<file path="src/rtl/crossbar_pkg.sv">
// Shared definitions for the AXI-Stream-style crossbar.
//   router_state_t : per-input-port router FSM states
//   ERR_CNT_WIDTH  : width of the dropped-packet counter
//   sat_inc8       : saturating increment for 8-bit counters
// The beat struct {data, dest, last} depends on module parameters, so each
// instantiating module declares it from its own localparams.
package crossbar_pkg;

    typedef enum logic [1:0] {IDLE, ROUTE, DROP} router_state_t;

    localparam int unsigned ERR_CNT_WIDTH = 8;

    function automatic logic [7:0] sat_inc8(input logic [7:0] value);
        return (value == 8'hFF) ? value : value + 8'd1;
    endfunction

endpackage

</file>
<file path="src/rtl/stream_fifo2.sv">
// Generic 2-entry FIFO with registered flags.
//   clk, rst_n  : clock, asynchronous active-low reset
//   push_data   : entry to write
//   push        : write request (ignored while not_full is low)
//   pop         : read request (ignored while not_empty is low)
//   head_data   : oldest entry
//   not_full    : registered, low for the first cycle after reset
//   not_empty   : registered
module stream_fifo2 #(
    parameter int unsigned WIDTH = 8
) (
    input  logic             clk,
    input  logic             rst_n,
    input  logic [WIDTH-1:0] push_data,
    input  logic             push,
    input  logic             pop,
    output logic [WIDTH-1:0] head_data,
    output logic             not_full,
    output logic             not_empty
);

    logic [WIDTH-1:0] mem0, mem1, mem0_nxt, mem1_nxt;
    logic [1:0]       count, count_nxt, wr_idx;
    logic             push_ok, pop_ok;

    assign push_ok   = push && not_full;
    assign pop_ok    = pop && not_empty;
    assign head_data = mem0;

    // mem0 is always the head; a pop shifts mem1 down, and the write slot is
    // the first free one after that shift.
    always_comb begin
        count_nxt = count + {1'b0, push_ok} - {1'b0, pop_ok};
        mem0_nxt  = mem0;
        mem1_nxt  = mem1;
        wr_idx    = pop_ok ? count - 2'd1 : count;
        if (pop_ok) begin
            mem0_nxt = mem1;
        end
        if (push_ok) begin
            if (wr_idx == 2'd0) begin
                mem0_nxt = push_data;
            end else begin
                mem1_nxt = push_data;
            end
        end
    end

    always_ff @(posedge clk or negedge rst_n) begin
        if (!rst_n) begin
            mem0      <= '0;
            mem1      <= '0;
            count     <= '0;
            not_full  <= 1'b0;
            not_empty <= 1'b0;
        end else begin
            mem0      <= mem0_nxt;
            mem1      <= mem1_nxt;
            count     <= count_nxt;
            not_full  <= (count_nxt != 2'd2);
            not_empty <= (count_nxt != 2'd0);
        end
    end

endmodule

</file>
<file path="src/rtl/s_port_router.sv">
// Per-input-port packet router.
//   clk, rst_n            : clock, asynchronous active-low reset
//   s_data_i/dest_i/last_i/valid_i, s_ready_o : upstream beat interface
//   m_data_o, m_last_o    : FIFO head, broadcast to all master ports
//   m_valid_o             : one-hot (or zero) request toward master arbiters
//   m_ready_i             : per-master ready, only the selected bit is used
//   err_cnt_o             : saturating count of dropped packets
// Beats are buffered in a 2-entry FIFO; the first beat of a packet selects
// the destination, which stays locked until the last beat. Packets for a
// nonexistent port are drained at one beat per cycle and counted.
module s_port_router
    import crossbar_pkg::*;
#(
    parameter  int unsigned M_DATA_COUNT = 3,
    parameter  int unsigned T_DATA_WIDTH = 8,
    localparam int unsigned T_DEST_WIDTH = $clog2(M_DATA_COUNT)
) (
    input  logic                     clk,
    input  logic                     rst_n,
    input  logic [T_DATA_WIDTH-1:0]  s_data_i,
    input  logic [T_DEST_WIDTH-1:0]  s_dest_i,
    input  logic                     s_last_i,
    input  logic                     s_valid_i,
    output logic                     s_ready_o,
    output logic [T_DATA_WIDTH-1:0]  m_data_o,
    output logic                     m_last_o,
    output logic [M_DATA_COUNT-1:0]  m_valid_o,
    input  logic [M_DATA_COUNT-1:0]  m_ready_i,
    output logic [ERR_CNT_WIDTH-1:0] err_cnt_o
);

    typedef struct packed {
        logic [T_DATA_WIDTH-1:0] data;
        logic [T_DEST_WIDTH-1:0] dest;
        logic                    last;
    } beat_t;

    localparam logic [T_DEST_WIDTH:0] DEST_LIM = (T_DEST_WIDTH + 1)'(M_DATA_COUNT);

    beat_t                   in_beat, head;
    logic                    not_empty, pop, hs, dest_ok, sel_en, err_inc;
    logic [T_DEST_WIDTH-1:0] sel, route, route_nxt;
    router_state_t           state, state_nxt;

    assign in_beat = '{data: s_data_i, dest: s_dest_i, last: s_last_i};

    stream_fifo2 #(
        .WIDTH($bits(beat_t))
    ) u_fifo (
        .clk       (clk),
        .rst_n     (rst_n),
        .push_data (in_beat),
        .push      (s_valid_i),
        .pop       (pop),
        .head_data (head),
        .not_full  (s_ready_o),
        .not_empty (not_empty)
    );

    assign m_data_o = head.data;
    assign m_last_o = head.last;
    assign dest_ok  = ({1'b0, head.dest} < DEST_LIM);

    // Port selection is kept apart from the FSM so the handshake (which
    // depends on the selection) does not feed back into its own block.
    always_comb begin
        sel    = (state == ROUTE) ? route : head.dest;
        sel_en = not_empty && ((state == ROUTE) || ((state == IDLE) && dest_ok));
    end

    always_comb begin
        m_valid_o = '0;
        for (int unsigned i = 0; i < M_DATA_COUNT; i++) begin
            if (sel_en && (sel == T_DEST_WIDTH'(i))) begin
                m_valid_o[i] = 1'b1;
            end
        end
    end

    assign hs = |(m_valid_o & m_ready_i);

    always_comb begin
        state_nxt = state;
        route_nxt = route;
        pop       = 1'b0;
        err_inc   = 1'b0;
        case (state)
            IDLE: begin
                if (not_empty) begin
                    if (dest_ok) begin
                        if (hs) begin
                            pop = 1'b1;
                            if (!head.last) begin
                                state_nxt = ROUTE;
                                route_nxt = head.dest;
                            end
                        end
                    end else begin
                        pop     = 1'b1;
                        err_inc = 1'b1;
                        if (!head.last) begin
                            state_nxt = DROP;
                        end
                    end
                end
            end
            ROUTE: begin
                if (hs) begin
                    pop = 1'b1;
                    if (head.last) begin
                        state_nxt = IDLE;
                    end
                end
            end
            DROP: begin
                if (not_empty) begin
                    pop = 1'b1;
                    if (head.last) begin
                        state_nxt = IDLE;
                    end
                end
            end
            default: state_nxt = IDLE;
        endcase
    end

    always_ff @(posedge clk or negedge rst_n) begin
        if (!rst_n) begin
            state     <= IDLE;
            route     <= '0;
            err_cnt_o <= '0;
        end else begin
            state <= state_nxt;
            route <= route_nxt;
            if (err_inc) begin
                err_cnt_o <= sat_inc8(err_cnt_o);
            end
        end
    end

endmodule

</file>
<file path="config.mk">
export PLATFORM = sky130hd
export DESIGN_NAME = s_port_router
export DESIGN_NICKNAME = d
export VERILOG_FILES = /design/src/rtl/crossbar_pkg.sv /design/src/rtl/stream_fifo2.sv /design/src/rtl/s_port_router.sv
export SDC_FILE = /design/constraint.sdc
export NUM_CORES = 1
export LEC_CHECK = 0
export CORE_AREA = 5 5 58 80
export CTS_CLUSTER_DIAMETER = 200
export DETAILED_ROUTE_END_ITERATION = 12
export DIE_AREA = 0 0 63 85
export GPL_TIMING_DRIVEN = 0
export PLACE_DENSITY_LB_ADDON = 0.15
export REMOVE_ABC_BUFFERS = 1
export SYNTH_ARGS = -nofsm -noshare
export SYNTH_HDL_FRONTEND = slang
export SYNTH_HIERARCHICAL = 1
export SYNTH_SLANG_ARGS = --single-unit
</file>
<file path="constraint.sdc">
create_clock -name clk -period 6.1 [get_ports clk]
set_input_delay 1.22 -clock clk [delete_from_list [all_inputs] [get_ports clk]]
set_output_delay 1.22 -clock clk [all_outputs]
set_load 0.01 [all_outputs]
</file>
==> run summary, run 1 <==
status: complete, no violations
Rows: 27
top_reg_cell synth: dfrtp_1
layout cell share with drive strength beyond 1: 22.96%
CP max stage cell: nor3b_2
GRT Overall Usage: 16.01%
post-route minimum period: 3873 ps
Die Width: 63 um
DR iter-0 viols: 51
Routability Congestion: 0.7583
fin cells: 239
Clk pwr share: 17.4%
postcts setup bufs: 0
max-slew violation count: 0
first-pass GRT wire length: 6831 um
CP required: 6270 ps
VDD IR-drop max: 0.0004108 V
Pre-antenna DRT Iters: 4
clock slew at reported path FFs: 70 ps
CTS resizes: 0
drt drc: 0
syn_area_per_cell: 13.23 um2
Pleak: 1.136 nW
Hold Fails Final Rpt: 0
top cell family by delay on the critical path: simple AND/OR/NAND/NOR gates
clock skew: 2.728 ps
DRT Wirelength: 3940 um
WL per Instance: 16.49 um
clock root buffer: clkbuf_8
die area: 5355 um2
number of synthesized flops with an enable pin: 0
CTS tree: done
number of vias per cell: 5.644
Num CTS Buffers: 5
worst slew pin tran: 1216 ps
sequential-to-total area share from yosys stat: 46.37%
Core Area: 3885 um2
Max Clk Rate: 0.2582 GHz
most frequent cells in the layout: dfrtp_1, clkdlybuf4s50_1, mux2_4, mux2_2
most common cell after layout, fill and taps aside: dfrtp_1
Non-Filler Cell Area, Final: 2567 um2
Setup-failing EPs final: 0
H-tree levels: 2
total congestion overflow: 0
largest cells by area after synthesis: dfrtp_1, mux2_4, mux2_2, mux2_1, ha_1
initial antenna violation count: 0
worst hold margin: 504.3 ps
Power Internal: 1.003 mW
unrepaired setup endpoints after global routing: false
Worst path max stage delay: 1000 ps
critical path class: primary input to flop
I/O Buffers: 37
Mapped Area: 2051 um2
max-cap viol count: 0
Area growth syn-to-layout: 25.20%
Clock Sinks: 38
setup_tns: 0 ps
Synth Register Bits: 38
nets@finish: 218
Yosys top cell area share: 46.37%
initial core utilization: 52.79%
Gate Count Post-Synth: 155
DP HPWL: 2865 um
Arrival @ worst endpoint: 4040 ps
clock buffer depth: 2
Post-synth ARST share: 100.0%
NetSw: 486.9 uW
dpl cell area: 2425 um2
Startpoint Class: primary input
number of global-route vias before repair: 1,495
Die Span Y: 85 um
via count: 1,349
power per cell area: 580.5 nW/um2
register share of total power: 31.7%
worst-path cell chain: clkdlybuf4s50_1, o2111ai_1, o21ai_0, o21ai_0, a21oi_1, a211oi_2, nor3b_2, mux2_2
DP Cell Count: 231
diodes inserted: 0
Sw Share: 32.67%
IO Pins: 38
remaining antenna violation count: 0
clk_lat worst skew: 280 ps
Slew HR: 18.56%
logic gate share of total power: 50.9%
largest net degree at the start of global routing: 39
hold crit path type: flop to flop
Buf+Inv Stages, Crit Path: 1
number of hold buffers added after CTS: 0
biggest area consumer among synthesized cells: dfrtp_1
cell repeated most along the worst path: o21ai_0
Netlist cell types: 37
critical-path maximum fanout: 11
Synth Warn #: 6
Final period util: 63.50%
Crit. End Element: flop
## per-layer routing
metal | GRT usage (%) | part of all wire (%) | up-vias
met2 | 31.00 | 58 | 33
met5 | 0 | 0 | -
met4 | 5.212 | 0.69 | 0
met3 | 5.166 | 5.2 | 2
li1 | - | - | 648
met1 | 15.50 | 36 | 666
## synth_stat cells (2+ instances only)
cell        n
and2_1      3
mux2_1      7
buf_6       4
mux2_4     22
xor2_1      3
ha_1        6
dfrtp_1    38
nand4_1     3
xnor2_1     6
nor3b_1     2
nand3_1     2
mux2_2      8
nor2_1      4
mux2i_1     2
nand3b_1    2
o21a_1      3
nand2b_1    2
inv_1       3
nor2b_1     4
nand2_1     4
o2111ai_1   4
o21ai_0     7
a21oi_1     2
## path summary, 6_finish.rpt
path,start,cells after the start,slack (ps),to
max,m_ready_i[2],8,2230,u_fifo/mem1[0]$_DFFE_PN0P_
min,err_cnt_o[7]$_DFFE_PN0P_,1,500,err_cnt_o[7]$_DFFE_PN0P_
max reg2reg,state[1]$_DFFE_PN0P_,10,2360,u_fifo/mem1[0]$_DFFE_PN0P_
min reg2reg,err_cnt_o[7]$_DFFE_PN0P_,1,500,err_cnt_o[7]$_DFFE_PN0P_
max in group asynchronous,rst_n,1,4540,u_fifo/not_full$_DFF_PN0_
min in group asynchronous,rst_n,1,1040,state[0]$_DFFE_PN0P_
## power by group through the flow
stage / Clock (mW) / Combinational [mW] / Sequential [mW]
finish: 0.260 / 0.759 / 0.472
global route: 0.278 / 0.830 / 0.492
CTS: 0.266 / 0.773 / 0.473
detailed placement: 0 / 0.765 / 0.476
global placement: 0 / 0.738 / 0.464
floorplan: 0 / 0.523 / 0.473
## flip-flops by register name, indices dropped and copies added, names as in the netlist
signal and cells:
u_fifo/count 2, u_fifo/not_full 1, u_fifo/head_data 11, route 2
u_fifo/mem1 11, state 2, u_fifo/not_empty 1, err_cnt_o 8
## per-stage QoR
| step | setup WS, ps | utilization [%] | total power, mW |
|---|---|---|---|
| finish | 2227 | 66.09 | 1.490 |
| detailed placement | 1884 | 62.42 | 1.241 |
| CTS | 2168 | 66.09 | 1.512 |
| global placement | 1914 | 62.54 | 1.202 |
| global route | 1988 | 66.09 | 1.600 |
| floorplan | 2755 | - | 0.9957 |
## cell families after synthesis
group,share of synthesized area [%]
compound gates,7.809
xor+xnor,3.844
fa+ha+maj,3.661
flops,46.37
mux,25.32
buf+inv,2.745
simple gates,10.25
## final cells by class
class                           count  area (um2)
Clock inverter                      2       60.06
Tap cell                           43       53.80
Clock buffer                        6       82.58
Multi-Input combinational cell    110        1044
Sequential cell                    38       950.9
Timing Repair Buffer               37       365.4
Fill cell                         314        1318
Inverter                            3       11.26
Note: power is estimated with default switching activity, not from simulation.
==> run 2, diff against run 1 <==
CORE_AREA = 5 5 60 83   (was 5 5 58 80)
DIE_AREA = 0 0 65 88   (was 0 0 63 85)
clock period = 3.6 ns   (was 6.1 ns; I/O delays follow)
==> run summary, run 2 (synthesis results as in run 1) <==
status: complete, no violations (unchanged)
Slew HR: 43.13% (was 18.56%)
critical-path maximum fanout: 14 (was 11)
clock slew at reported path FFs: 70 ps (about the same)
nets@finish: 221 (was 218)
clock root buffer: clkbuf_8 (unchanged)
die area: 5720 um2 (was 5355 um2)
WL per Instance: 16.27 um (was 16.49 um)
max-cap viol count: 0 (unchanged)
worst hold margin: 502.2 ps (was 504.3 ps)
via count: 1,351 (was 1,349)
initial core utilization: 49.19% (was 52.79%)
largest net degree at the start of global routing: 39 (unchanged)
register share of total power: 32.1% (was 31.7%)
Highest Signal Layer: met4 (unchanged)
Arrival @ worst endpoint: 3570 ps (was 4040 ps)
reg2reg setup slack: 210 ps (was 2360 ps)
Sw Share: 33.79% (was 32.67%)
Crit. End Element: flop (unchanged)
post-route minimum period: 3394 ps
diodes inserted: 0 (unchanged)
worst slew pin tran: 853.0 ps (was 1216 ps)
Die Span Y: 88 um (was 85 um)
met2 routed WL: 2046 um (was 2267 um)
power per cell area: 959.5 nW/um2 (was 580.5 nW/um2)
IO Pins: 38 (unchanged)
Die Width: 65 um (was 63 um)
critical path class: flop to flop (was primary input to flop)
Final period util: 94.28%
GRT Overall Usage: 14.69% (was 16.01%)
Routability Congestion: 0.8205 (was 0.7583)
layout cell share with drive strength beyond 1: 24.12% (was 22.96%)
Setup-failing EPs final: 0 (unchanged)
VDD IR-drop max: 0.0004698 V (was 0.0004108 V)
NetSw: 837.6 uW (was 486.9 uW)
CTS tree: done (unchanged)
Pleak: 1.139 nW (was 1.136 nW)
Num CTS Buffers: 5 (unchanged)
Clk pwr share: 14.1% (was 17.4%)
drt drc: 0 (unchanged)
worst-path cell chain: inv_1, ha_1, mux2i_1, mux2i_1, o21ai_0, o21ai_0, a21oi_2, nand2_4, xnor2_1, ha_1, xnor2_1, or3_1, a21o_1 (was clkdlybuf4s50_1, o2111ai_1, o21ai_0, o21ai_0, a21oi_1, a211oi_2, nor3b_2, mux2_2)
number of global-route vias before repair: 1,351 (was 1,495)
Worst path max stage delay: 420 ps (was 1000 ps)
first-pass GRT wire length: 6334 um (was 6831 um)
Power Internal: 1.641 mW (was 1.003 mW)
clock skew: 5.996 ps (was 2.728 ps)
DP HPWL: 2844 um (was 2865 um)
CP max stage cell: dfrtp_1 (was nor3b_2)
most common cell after layout, fill and taps aside: dfrtp_1 (unchanged)
Pre-antenna DRT Iters: 4 (unchanged)
layout filler cell count: 332 (was 314)
logic gate share of total power: 53.8% (was 50.9%)
remaining antenna violation count: 0 (unchanged)
initial antenna violation count: 0 (unchanged)
number of vias per cell: 5.537 (was 5.644)
Startpoint Class: flop (was primary input)
I/O Buffers: 37 (unchanged)
Rows: 28 (was 27)
DR iter-0 viols: 41 (was 51)
Place WS: -196.0 ps (was 1884 ps)
CP required: 3780 ps (was 6270 ps)
Max Clk Rate: 0.2946 GHz
wire length on met1: 1627 um (was 1438 um)
wire length on met3: 223 um (was 206 um)
hold crit path type: flop to flop (unchanged)
H-tree levels: 2 (unchanged)
Final WS setup: 205.8 ps (was 2227 ps)
clk_lat worst skew: 290 ps (was 280 ps)
clock buffer depth: 2 (unchanged)
Clock Sinks: 38 (unchanged)
Core Area: 4169 um2 (was 3885 um2)
Hold Fails Final Rpt: 0 (unchanged)
DRT Wirelength: 3971 um (was 3940 um)
most frequent cells in the layout: dfrtp_1, clkdlybuf4s50_1, mux2_4, mux2_2 (unchanged)
number of hold buffers added after CTS: 0 (unchanged)
total congestion overflow: 0 (unchanged)
max-slew violation count: 0 (unchanged)
Area growth syn-to-layout: 25.99% (was 25.20%)
==> run 2: power by group through the flow <==
stage	clock network [mW]	logic, mW	registers, mW
2_1_floorplan	0	0.886	0.801
3_3_place_gp	0	1.25	0.786
3_5_place_dp	0	1.29	0.800
4_1_cts	0.362	1.31	0.796
5_1_grt	0.381	1.44	0.828
6_report	0.349	1.33	0.797
==> run 2: routing by layer <==
layer / up-vias / global-route usage [%]
met3: 7 / 4.493
met2: 35 / 25.05
li1: 650 / -
met4: 0 / 6.923
met1: 659 / 16.72
met5: - / 0
==> run 2: through the flow <==
step                      cells  util [%]  area, um2  setup TNS (ps)  power [mW]
after floorplan             151         -       2006               0       1.687
after global placement      233     58.34       2432          -294.2       2.034
after detailed placement    233     58.22       2427           -1447       2.093
after CTS                   241     60.92       2540               0       2.467
after global routing        244     61.97       2584          -43.25       2.644
final                       244     61.97       2584               0       2.479
==> run 2: repair_timing <==
item,CTS,global route
pin swaps,0,1
resized for setup,1,4
buffers inserted,0,3
gates cloned,0,0
endpoints found under the setup margin,11,25
==> run 2: cell type report <==
| class | instances | area (um2) | share of cell area (%) |
|---|---|---|---|
| multi-input combinational | 110 | 1071 | 41.45 |
| sequential | 38 | 950.9 | 36.80 |
| timing repair buffer | 40 | 387.9 | 15.01 |
| clock buffer | 7 | 76.32 | 2.954 |
| tap | 45 | 56.30 | 2.179 |
| clock inverter | 1 | 30.03 | 1.162 |
| inverter | 3 | 11.26 | 0.4358 |
==> run 2: worst paths after layout <==
| path | endpoint | start | depth (start not counted) |
|---|---|---|---|
| worst min register to register | err_cnt_o[7]$_DFFE_PN0P_ | err_cnt_o[7]$_DFFE_PN0P_ | 1 |
| worst max register to register | u_fifo/not_empty$_DFF_PN0_ | state[1]$_DFFE_PN0P_ | 13 |
| worst min-delay path | err_cnt_o[7]$_DFFE_PN0P_ | err_cnt_o[7]$_DFFE_PN0P_ | 1 |
| worst max-delay path | u_fifo/not_empty$_DFF_PN0_ | state[1]$_DFFE_PN0P_ | 13 |
| min in group asynchronous | u_fifo/mem1[9]$_DFFE_PN0P_ | rst_n | 1 |
| max in group asynchronous | u_fifo/mem1[0]$_DFFE_PN0P_ | rst_n | 1 |
==> run 2: worst max-delay path: cells and delay by family (launching register included) <==
kind                     cells  cell delay, ps
AO/OA/AOI/OAI                4             890
AND/OR/NAND/NOR              2             550
adder cells (fa/ha/maj)      2             540
multiplexers                 2             480
flip-flops                   1             420
XOR/XNOR                     2             320
buffers and inverters        1              90
